**src/rtl/fe_capture_formatter.sv**
```systemverilog
// Front-end capture formatter: turns the sniffed USB byte/status stream into
// timestamped DATA/STAT/TIME events, buffered in a small pending queue.
module fe_capture_formatter #(
    parameter int pTIMESTAMP_FULL_WIDTH  = 16,
    parameter int pTIMESTAMP_SHORT_WIDTH = 3,
    parameter int pQUEUE_DEPTH           = 4
) (
    input  logic                             fe_clk,
    input  logic                             reset_i,
    input  logic                             I_capture_enable,
    input  logic                             I_timestamps_disable,
    input  logic [7:0]                       I_data,
    input  logic                             I_data_valid,
    input  logic [4:0]                       I_stat,
    input  logic                             I_fifo_full,
    output logic [pTIMESTAMP_FULL_WIDTH-1:0] O_fe_capture_time,
    output logic [7:0]                       O_fe_capture_data,
    output logic [4:0]                       O_fe_capture_stat,
    output logic [1:0]                       O_fe_capture_cmd,
    output logic                             O_fe_capture_data_wr,
    output logic                             O_overflow
);

    localparam int TW    = pTIMESTAMP_FULL_WIDTH;
    localparam int SW    = pTIMESTAMP_SHORT_WIDTH;
    localparam int PTR_W = $clog2(pQUEUE_DEPTH);

    localparam logic [1:0] CMD_DATA = 2'd0;
    localparam logic [1:0] CMD_STAT = 2'd1;
    localparam logic [1:0] CMD_TIME = 2'd2;

    localparam logic [0:0] ST_EMIT = 1'b0;
    localparam logic [0:0] ST_PAIR = 1'b1;

    localparam logic [TW-1:0]    DELTA_MAX = {TW{1'b1}};
    localparam logic [TW-1:0]    DELTA_ONE = {{(TW-1){1'b0}}, 1'b1};
    localparam logic [TW-1:0]    SHORT_MAX = {{(TW-SW){1'b0}}, {SW{1'b1}}};
    localparam logic [PTR_W-1:0] PTR_ONE   = {{(PTR_W-1){1'b0}}, 1'b1};
    localparam logic [PTR_W:0]   CNT_ONE   = {{PTR_W{1'b0}}, 1'b1};
    localparam logic [PTR_W:0]   CNT_FULL  = (PTR_W+1)'(pQUEUE_DEPTH);

    logic            enable_d_r;
    logic [4:0]      last_stat_r;
    logic [TW-1:0]   delta_r;
    logic [0:0]      state_r;
    logic            overflow_r;

    logic [1:0]      q_kind_r  [pQUEUE_DEPTH];
    logic [7:0]      q_data_r  [pQUEUE_DEPTH];
    logic [4:0]      q_stat_r  [pQUEUE_DEPTH];
    logic [TW-1:0]   q_delta_r [pQUEUE_DEPTH];
    logic [PTR_W-1:0] wr_ptr_r;
    logic [PTR_W-1:0] rd_ptr_r;
    logic [PTR_W:0]   count_r;

    logic [TW-1:0]   time_r;
    logic [7:0]      data_r;
    logic [4:0]      stat_r;
    logic [1:0]      cmd_r;
    logic            wr_r;

    logic            rise_s, push_req_s, push_ok_s, drop_s, pop_s, empty_s, full_s;
    logic [1:0]      push_kind_s;
    logic [7:0]      push_data_s;
    logic [4:0]      push_stat_s;
    logic [TW-1:0]   push_delta_s;
    logic [1:0]      head_kind_s;
    logic [7:0]      head_data_s;
    logic [4:0]      head_stat_s;
    logic [TW-1:0]   head_delta_s;
    logic [0:0]      nxt_state_s;
    logic [TW-1:0]   nxt_time_s;
    logic [7:0]      nxt_data_s;
    logic [4:0]      nxt_stat_s;
    logic [1:0]      nxt_cmd_s;
    logic            nxt_wr_s;
    logic [TW-1:0]   nxt_delta_s;

    assign rise_s       = I_capture_enable & ~enable_d_r;
    assign empty_s      = (count_r == {(PTR_W+1){1'b0}});
    assign full_s       = (count_r == CNT_FULL);
    assign head_kind_s  = q_kind_r[rd_ptr_r];
    assign head_data_s  = q_data_r[rd_ptr_r];
    assign head_stat_s  = q_stat_r[rd_ptr_r];
    assign head_delta_s = q_delta_r[rd_ptr_r];
    assign push_ok_s    = push_req_s & (~full_s | pop_s);
    assign drop_s       = push_req_s & full_s & ~pop_s;

    // Event detection: at most one candidate queue entry per cycle.
    always_comb begin
        push_req_s   = 1'b0;
        push_kind_s  = CMD_DATA;
        push_data_s  = 8'h00;
        push_stat_s  = I_stat;
        push_delta_s = delta_r;
        if (rise_s) begin
            push_req_s   = 1'b1;
            push_kind_s  = CMD_STAT;
            push_delta_s = {TW{1'b0}};
        end else if (I_capture_enable) begin
            if (I_data_valid) begin
                push_req_s  = 1'b1;
                push_data_s = I_data;
            end else if (I_stat != last_stat_r) begin
                push_req_s  = 1'b1;
                push_kind_s = CMD_STAT;
            end else if ((delta_r == DELTA_MAX) && !I_timestamps_disable) begin
                push_req_s  = 1'b1;
                push_kind_s = CMD_TIME;
                push_stat_s = 5'd0;
            end else begin
                push_req_s = 1'b0;
            end
        end else begin
            push_req_s = 1'b0;
        end
    end

    // Delta counter next value; a dropped event leaves it running (saturating).
    always_comb begin
        nxt_delta_s = (delta_r == DELTA_MAX) ? DELTA_MAX : (delta_r + DELTA_ONE);
        if (!I_capture_enable) begin
            nxt_delta_s = {TW{1'b0}};
        end else if (rise_s) begin
            nxt_delta_s = DELTA_ONE;
        end else if (push_ok_s) begin
            nxt_delta_s = (push_kind_s == CMD_TIME) ? {TW{1'b0}} : DELTA_ONE;
        end else begin
            nxt_delta_s = (delta_r == DELTA_MAX) ? DELTA_MAX : (delta_r + DELTA_ONE);
        end
    end

    // Output FSM: a long delta is sent as a TIME command ahead of the event itself.
    always_comb begin
        pop_s       = 1'b0;
        nxt_wr_s    = 1'b0;
        nxt_state_s = state_r;
        nxt_time_s  = time_r;
        nxt_data_s  = data_r;
        nxt_stat_s  = stat_r;
        nxt_cmd_s   = cmd_r;
        case (state_r)
            ST_EMIT: begin
                if (!empty_s && !I_fifo_full) begin
                    if (head_kind_s == CMD_TIME) begin
                        pop_s = 1'b1;
                        if (!I_timestamps_disable) begin
                            nxt_wr_s   = 1'b1;
                            nxt_cmd_s  = CMD_TIME;
                            nxt_time_s = head_delta_s;
                            nxt_data_s = 8'h00;
                            nxt_stat_s = 5'd0;
                        end else begin
                            nxt_wr_s = 1'b0;
                        end
                    end else if (!I_timestamps_disable && (head_delta_s > SHORT_MAX)) begin
                        nxt_wr_s    = 1'b1;
                        nxt_cmd_s   = CMD_TIME;
                        nxt_time_s  = head_delta_s;
                        nxt_data_s  = 8'h00;
                        nxt_stat_s  = 5'd0;
                        nxt_state_s = ST_PAIR;
                    end else begin
                        pop_s      = 1'b1;
                        nxt_wr_s   = 1'b1;
                        nxt_cmd_s  = head_kind_s;
                        nxt_data_s = head_data_s;
                        nxt_stat_s = head_stat_s;
                        nxt_time_s = I_timestamps_disable ? {TW{1'b0}} :
                                     {{(TW-SW){1'b0}}, head_delta_s[SW-1:0]};
                    end
                end else begin
                    nxt_state_s = ST_EMIT;
                end
            end
            ST_PAIR: begin
                if (!empty_s && !I_fifo_full) begin
                    pop_s       = 1'b1;
                    nxt_wr_s    = 1'b1;
                    nxt_cmd_s   = head_kind_s;
                    nxt_data_s  = head_data_s;
                    nxt_stat_s  = head_stat_s;
                    nxt_time_s  = {TW{1'b0}};
                    nxt_state_s = ST_EMIT;
                end else if (empty_s) begin
                    nxt_state_s = ST_EMIT;
                end else begin
                    nxt_state_s = ST_PAIR;
                end
            end
            default: nxt_state_s = ST_EMIT;
        endcase
    end

    // State, queue and registered outputs.
    always_ff @(posedge fe_clk) begin
        if (reset_i) begin
            enable_d_r  <= 1'b0;
            last_stat_r <= 5'd0;
            delta_r     <= {TW{1'b0}};
            state_r     <= ST_EMIT;
            overflow_r  <= 1'b0;
            wr_ptr_r    <= {PTR_W{1'b0}};
            rd_ptr_r    <= {PTR_W{1'b0}};
            count_r     <= {(PTR_W+1){1'b0}};
            time_r      <= {TW{1'b0}};
            data_r      <= 8'h00;
            stat_r      <= 5'd0;
            cmd_r       <= CMD_DATA;
            wr_r        <= 1'b0;
            for (int i = 0; i < pQUEUE_DEPTH; i++) begin
                q_kind_r[i]  <= CMD_DATA;
                q_data_r[i]  <= 8'h00;
                q_stat_r[i]  <= 5'd0;
                q_delta_r[i] <= {TW{1'b0}};
            end
        end else begin
            enable_d_r <= I_capture_enable;
            if (I_capture_enable) begin
                last_stat_r <= I_stat;
            end
            delta_r <= nxt_delta_s;
            state_r <= nxt_state_s;
            if (drop_s) begin
                overflow_r <= 1'b1;
            end else if (rise_s) begin
                overflow_r <= 1'b0;
            end
            if (push_ok_s) begin
                q_kind_r[wr_ptr_r]  <= push_kind_s;
                q_data_r[wr_ptr_r]  <= push_data_s;
                q_stat_r[wr_ptr_r]  <= push_stat_s;
                q_delta_r[wr_ptr_r] <= push_delta_s;
                wr_ptr_r            <= wr_ptr_r + PTR_ONE;
            end
            if (pop_s) begin
                rd_ptr_r <= rd_ptr_r + PTR_ONE;
            end
            case ({push_ok_s, pop_s})
                2'b10:   count_r <= count_r + CNT_ONE;
                2'b01:   count_r <= count_r - CNT_ONE;
                default: count_r <= count_r;
            endcase
            time_r <= nxt_time_s;
            data_r <= nxt_data_s;
            stat_r <= nxt_stat_s;
            cmd_r  <= nxt_cmd_s;
            wr_r   <= nxt_wr_s;
        end
    end

    assign O_fe_capture_time    = time_r;
    assign O_fe_capture_data    = data_r;
    assign O_fe_capture_stat    = stat_r;
    assign O_fe_capture_cmd     = cmd_r;
    assign O_fe_capture_data_wr = wr_r;
    assign O_overflow           = overflow_r;

endmodule

```
**config.mk**
```make
export PLATFORM = sky130hd
export DESIGN_NAME = fe_capture_formatter
export DESIGN_NICKNAME = d
export VERILOG_FILES = /design/src/rtl/fe_capture_formatter.sv
export SDC_FILE = /design/constraint.sdc
export NUM_CORES = 1
export LEC_CHECK = 0
export BUFFER_PORTS_ARGS = -buffer_cell sky130_fd_sc_hd__buf_2
export CAP_MARGIN = 10
export CORE_MARGIN = 4
export CORE_UTILIZATION = 50
export DETAILED_ROUTE_END_ITERATION = 7
export HOLD_SLACK_MARGIN = 0.12
export PLACE_DENSITY = 0.78
export SYNTH_ARGS = -nofsm -noshare
export SYNTH_HDL_FRONTEND = slang
export SYNTH_SLANG_ARGS = --single-unit
```
**constraint.sdc**
```tcl
create_clock -name fe_clk -period 4.8 [get_ports fe_clk]
set_clock_uncertainty 0.05 [all_clocks]
set_input_delay 0.48 -clock fe_clk [delete_from_list [all_inputs] [get_ports fe_clk]]
set_output_delay 0.48 -clock fe_clk [all_outputs]
set_load 0.05 [all_outputs]
```
# Word level (Yosys, flattened, before mapping)
# Memories as Yosys holds them, arrays and structs flattened. A register that Yosys moved wholly into a read port is not among the register bits.
# Cells that the tools add are included.
dict set report totals {
  word_cells 151
  regBits 63
  memories 4
  output_inout_bits 33
  inputBits 19
  ram_bits 124
}
dict set report op_classes {
  reduce_logical 16
  muxes 91
  order_cmp 1
  eq_ne 10
  n_addsub 5
  n_bitwise 10
}
# memory depth word_bits read_ports rd_ports_with_merged_regs wr line
set mem_list {}
lappend mem_list {q_delta_r 4 16 1 1 4 51} ;# logic [TW-1:0] q_delta_r [pQUEUE_DEPTH];
lappend mem_list {q_data_r 4 8 1 1 4 49} ;# logic [7:0] q_data_r [pQUEUE_DEPTH];
lappend mem_list {q_stat_r 4 5 1 1 4 50} ;# logic [4:0] q_stat_r [pQUEUE_DEPTH];
lappend mem_list {q_kind_r 4 2 1 1 4 48} ;# logic [1:0] q_kind_r [pQUEUE_DEPTH];
# operator count
set op_table {}
lappend op_table {{$mux 16} 9}
lappend op_table {{$mux 8} 9}
lappend op_table {{$mux 5} 11}
lappend op_table {{$mux 2} 23}
lappend op_table {{$pmux 16 s2} 1}
lappend op_table {{$mux 1} 30}
lappend op_table {{$add 16x1->16 const B} 1}
lappend op_table {{$eq 16x16->1 const B} 1}
lappend op_table {{$gt 16x3->1 const B} 1}
lappend op_table {{$pmux 8 s2} 1}
lappend op_table {{$reduce_or 16->1} 1}
lappend op_table {{$pmux 5 s2} 1}
lappend op_table {{$reduce_or 8->1} 1}
lappend op_table {{$eq 2x2->1 const B} 3}
lappend op_table {{$pmux 1 s2} 3}
lappend op_table {{$pmux 3 s2} 1}
lappend op_table {{$ne 5x5->1} 1}
lappend op_table {{$not 1->1} 5}
lappend op_table {{$reduce_or 5->1} 1}
lappend op_table {{$add 2x1->2 const B} 2}
lappend op_table {{$and 1x1->1} 4}
lappend op_table {{$pmux 2 s2} 1}
lappend op_table {{$reduce_bool 2->1} 2}
lappend op_table {{$reduce_or 2->1} 2}
lappend op_table {{14 further kinds} 18}

# Logic depth before layout (Yosys ltp)
# Gate-level depths: netlist of the first run.
dict set report depth {
  ltp_word 13
  depth_mapped 13
}

# Least setup slack after synthesis of the first run
# OpenSTA, ideal clock, no wires.
dict set report synth_timing {
  path_type {register to register}
  from {register (tool-made name)}
  to {memory q_data_r[3][0], enable pin}
  t_arrival_ns 2.944
  synth_period_minus_slack_ns 3.384
  path_slack_ns 1.416
  required_time_ns 4.360
  path_buffers 1
  path_stages_with_launch 8
  cell_sequence {dfxtp_1 buf_4 mux4_2 nor4_1 nand4_1 and3b_4 nor2_4 a31o_1}
}
# element line
set synth_lines {}
lappend synth_lines {{end: declaration} 49}

==> results of run 1 <==
## power breakdown
group	internal [mW]	switching (mW)
clock	0.871	0.602
sequential	1.86	0.0823
combinational	0.267	0.464
## worst min-delay path: stages
cell	delay (ps)
buf_2	110
mux2i_1	70
nor2_1	70
## synthesized netlist by cell type (2+ instances only)
cell,instances
nand2b_1,20
dfxtp_1,65
nor3_1,53
ha_1,2
mux2i_1,6
a31o_2,2
nor2_1,51
and2_1,18
buf_1,2
a22oi_1,10
mux4_2,31
clkbuf_1,30
nand2_1,13
inv_1,9
edfxtp_1,124
nand3_1,14
buf_2,9
a21o_1,3
xnor2_1,13
o21ai_0,3
a21oi_1,12
nor3b_1,2
nor2b_1,6
nand3b_1,2
nand4_1,3
a211oi_1,9
and3_1,51
a22o_1,20
or2_2,2
xor2_1,4
nor4_1,9
## worst paths after layout
| kind | startpoint | to | slack (ps) | cells past startpoint |
|---|---|---|---|---|
| setup / recovery | flip-flop | count_r[2] | 680 | 12 |
| hold / removal | I_stat[4] | last_stat_r[4] | 280 | 3 |
| setup reg to reg | flip-flop | count_r[2] | 680 | 12 |
| hold reg to reg | O_fe_capture_time[3] | O_fe_capture_time[3] | 420 | 1 |
## layer usage
metal  track usage, %  wire length (µm)  vias up
li1                 -                 -     2416
met1             25.7              7010     2537
met2             31.6              8400      225
met3             4.66              1410       24
met4             7.00               265        0
met5                0                 0        -
## cell type report
type	instances	area, µm²	area share (%)
Clock buffer	17	425	4.65
Clock inverter	15	194	2.12
Inverter	10	37.5	0.410
Multi-Input combinational cell	379	2840	31.0
Sequential cell	189	5030	54.9
Tap cell	216	270	2.95
Timing Repair Buffer	60	360	3.94
## state kept, by name, summed over array words and instances (netlist names), 3 cells and up, named ones only
name,count
last_stat_r,5
q_data_r,32
q_stat_r,20
q_kind_r,8
O_fe_capture_stat,5
count_r,3
delta_r,16
q_delta_r,64
O_fe_capture_data,8
O_fe_capture_time,16
## cell families (layout without fill, tap and decap cells)
family / count (synthesis) / in the layout / synth area share [%]
flops: 189 / 189 / 62.2
fa+ha+maj: 3 / 3 / 0.558
xor+xnor: 17 / 17 / 1.84
buf+inv: 52 / 102 / 2.60
compound gates: 69 / 69 / 6.31
simple gates: 253 / 253 / 17.1
mux: 37 / 37 / 9.39
==> flow_metrics.tcl, run 1 <==
set metrics [dict create \
    yosys_most_used_dff "edfxtp_1" \
    die_h_um 135 \
    synth_cell_types 53 \
    layout_commonest_cell "edfxtp_1" \
    placedCellCount 854 \
    worstMarginPinSlew_ps 1170 \
    cts-root-buf "clkbuf_16" \
    finalHoldViolCount 0 \
    grt_usage_pct 19.5 \
    tns_ps 0 \
    grt-ovfl-total 0 \
    synth_area_leaders "edfxtp_1, dfxtp_1, mux4_2, and3_1, nor3_1" \
    place_area_um2 8540 \
    htreeDepth 4 \
    synth_seq_cells 189 \
    yosysWarnings 0 \
    clockBufferDepth 2 \
    grt_pass1_wl_um 27300 \
    synth_edf_count 124 \
    arrival_ps 4430 \
    dp_slack_ps 685 \
    path_buf_inv 2 \
    crit_slowest_cell "dfxtp_2" \
    n_fill_cell 1217 \
    antenna_found_initial 0 \
    vias 5202 \
    first_iter_violations 594 \
    cts_tree "done" \
    startpoint_type "flip-flop" \
    io_buffers 51 \
    grt_max_degree 64 \
    grt_pass1_vias 5209 \
    holdWs_ps 284 \
    coreArea_um2 15800 \
    fin_crit_sh_pct 85.8 \
    yosysSeqAreaShare_pct 62.2 \
    crit_chain "mux4_2 > nor4_1 > nand4_1 > and3b_4 > nor2_4 > inv_2 > ha_1 > inv_1 > fa_1 > xor2_1 > or3_1 > a21oi_1" \
    setup_ws_ps 680 \
    final_cells 886 \
    drt_pass1_iterations 5 \
    power_mw 4.15 \
    synth_top_area_share_pct 46.1 \
    fin_area_um2 9160 \
    worstSetupEndpointType "flip-flop" \
    leakage_nw 3.47 \
    synthCells 620 \
    num_rows 46 \
    cts.sinks 189 \
    n_antenna_cell 0 \
    drc 0 \
    finalCoreUtilization_pct 57.8 \
    gp_congestion 0.773 \
    layout-drive-gt1-share_pct 19.6 \
    required_ps 5110 \
    die_area_um2 18300 \
    fmax_mhz 243 \
    ioPinCount 52 \
    syn_area_um2 8080 \
    slowest_delay_ps 630 \
    initial_core_util_pct 51.0 \
    cts_made_buffers 17 \
    cp_max_fo 19 \
    hold_buffers 0 \
    cts_resized 0 \
    synth_top_area_cell "edfxtp_1" \
    synthArstFlopShare_pct 0 \
    rsz0062_at_grt "no" \
    period_needed_ps 4120 \
    fin_nets 679 \
    crit_family "simple AND/OR/NAND/NOR gates" \
    path_clk_slew_ps 70 \
    hp-class "input port to flip-flop" \
    setup_viol 0 \
    p_per_area_nw_per_um2 453 \
    drv_cap 0 \
    drt-total-wl_um 17100 \
    ant_nets 0 \
    syn_nets 642 \
    slew_viol_final 0 \
    peakVddDrop_mv 0.290 \
    die_width_um 135 \
    syn_area_per_cell_um2 13.0 \
    wire_per_inst_um 19.3 \
    area_delta_synth_final_pct 13.4 \
    dp_hpwl_um 11200 \
    clock_latency_ps 430 \
    crit_type "flip-flop to flip-flop" \
    status "finished clean" \
    routed_via_density 5.87 \
    mostFrequentLayoutCells "edfxtp_1, dfxtp_1, nor3_1" \
    slew_headroom_pct 21.7 \
    cts_setup_buffers 0 \
]
No activity file was read; power rests on OpenSTA's default activity.
==> run 2: changes to the inputs <==
Settings changed: CAP_MARGIN 10 to unset, GPL_TIMING_DRIVEN set to 0.
==> run 2 against run 1 <==
  * Clock power hardly changed
  * Non-clock buffer count is 35 higher
  * Sequential power hardly changed
  * Sequential share of layout area is 0.61 points lower
  * First-iteration DRC count is 7.7% higher
  * Power is 0.19% higher
  * Final cell count is 4.0% higher
  * Worst setup slack worse by 48 ps
  * Utilization is 0.64 points higher
  * Sequential cell count stayed put
  * Final area is 1.1% higher
  * Die area stayed put
  * Highest routed layer unchanged
==> flow_metrics.tcl, run 2 (synthesis results as in run 1) <==
set metrics [dict create \
    vias 5462 \
    ioPinCount 52 \
    cts_tree "done" \
    rsz0062_at_grt "no" \
    required_ps 4890 \
    grt_pass1_vias 5400 \
    die_h_um 135 \
    final_cells 921 \
    area_delta_synth_final_pct 14.6 \
    first_iter_violations 640 \
    layout-drive-gt1-share_pct 19.1 \
    worstSetupEndpointType "flip-flop" \
    drt_pass1_iterations 5 \
    fin_nets 714 \
    grt-ovfl-total 0 \
    path_clk_slew_ps 60 \
    switching_share_pct 27.7 \
    n_fill_cell 1176 \
    drv_cap 0 \
    dp_hpwl_um 12900 \
    drt-total-wl_um 18700 \
    grt_pass1_wl_um 29900 \
    leakage_nw 3.51 \
    cp_max_fo 16 \
    startpoint_type "flip-flop" \
    placedCellCount 889 \
    cts_resized 0 \
    peakVddDrop_mv 0.317 \
    fmax_mhz 240 \
    routed_via_density 5.93 \
    worstMarginPinSlew_ps 1180 \
    layout_commonest_cell "edfxtp_1" \
    slew_headroom_pct 20.8 \
    tns_ps 0 \
    wire_per_inst_um 20.3 \
    combPwrFrac_pct 19.0 \
    p_per_area_nw_per_um2 449 \
    cts-root-buf "clkbuf_16" \
    status "finished clean" \
    ant_nets 0 \
    hp-class "input port to flip-flop" \
    clkPwrFrac_pct 34.6 \
    htreeDepth 4 \
    coreArea_um2 15800 \
    io_buffers 51 \
    clockBufferDepth 2 \
    period_needed_ps 4170 \
    cts_made_buffers 17 \
    fin_area_um2 9260 \
    regMostFlops "q_delta_r" \
    die_area_um2 18300 \
    n_antenna_cell 0 \
    cell_internal_pwr_mw 3.00 \
    grt_usage_pct 21.6 \
    antenna_found_initial 0 \
    largestRegisters "q_delta_r: 64 flops, q_data_r: 32 flops, q_stat_r: 20 flops" \
    crit_type "flip-flop to flip-flop" \
    cts.sinks 189 \
    drc 0 \
    initial_core_util_pct 51.0 \
    arrival_ps 4260 \
    place_area_um2 8650 \
    slew_viol_final 0 \
    largest_register_ffs 64 \
    gp_congestion 0.840 \
    num_rows 46 \
    seq_power_share_pct 46.4 \
    hold_buffers 0 \
    p_sw_mw 1.15 \
    clock_latency_ps 430 \
    die_width_um 135 \
    finalHoldViolCount 0 \
    fin_crit_sh_pct 86.8 \
    grt_max_degree 32 \
    setup_viol 0 \
    mostFrequentLayoutCells "edfxtp_1, dfxtp_1, buf_2" \
    cts_setup_buffers 0 \
]
[run 2: cell types whose count changed in the layout (fill, tap and decap cells not counted), sizes merged]
cell | previous run | this run
inv | 12 | 11
clkinv | 8 | 6
clkinvlp | 1 | 3
clkbuf | 17 | 48
buf | 60 | 65
[run 2: final timing paths]
kind              cells past startpoint  slack, ps                   end                 start
setup / recovery                      8        630        q_data_r[0][6]             flip-flop
hold / removal                        3        310        last_stat_r[2]             I_stat[2]
setup reg to reg                      8        630        q_data_r[0][6]             flip-flop
hold reg to reg                       1        420  O_fe_capture_data[1]  O_fe_capture_data[1]
[run 2: final cells by class]
type / instances / area [µm²] / share of cell area (%)
repair buffers: 53 / 303 / 3.27
plain buffers: 42 / 173 / 1.87
clock buffers: 18 / 429 / 4.64
well taps: 216 / 270 / 2.92
flip-flops and latches: 189 / 5020 / 54.3
inverters: 10 / 37.5 / 0.406
multi-input cells: 379 / 2850 / 30.7
clock inverters: 14 / 174 / 1.88
[run 2: per-layer routing]
| metal | wire [µm] | global-route usage [%] |
|---|---|---|
| met3 | 1920 | 6.04 |
| met5 | 0 | 0 |
| met2 | 8940 | 33.8 |
| met1 | 7540 | 29.3 |
| met4 | 250 | 7.05 |
[run 2: power by group through the flow]
| stage | combinational (mW) | sequential [mW] | clock [mW] |
|---|---|---|---|
| 2_1_floorplan | 0.473 | 2.04 | 0 |
| 3_3_place_gp | 0.756 | 1.95 | 0 |
| 3_5_place_dp | 0.787 | 1.96 | 0 |
| 4_1_cts | 0.791 | 1.93 | 1.45 |
| 5_1_grt | 0.853 | 1.94 | 1.53 |
| 6_report | 0.790 | 1.93 | 1.44 |
[run 2: metrics by stage]
stage	utilization, %	hold slack, ps	setup slack (ps)	power (mW)
3_5_place_dp	54.7	410	343	2.75
3_3_place_gp	54.3	409	266	2.71
6_report	58.5	305	633	4.16
4_1_cts	58.5	296	352	4.17
5_1_grt	58.5	317	364	4.32
2_1_floorplan	-	416	1420	2.51
[run 2: worst max-delay path, cell delays in order, from the launching register on]
cell and delay [ps]:
dfxtp_1 430, buf_1 570, mux4_2 440, nor4_1 310
nand4_1 420, and3b_4 390, nor2_4 270, a21o_1 750
buf_16 240
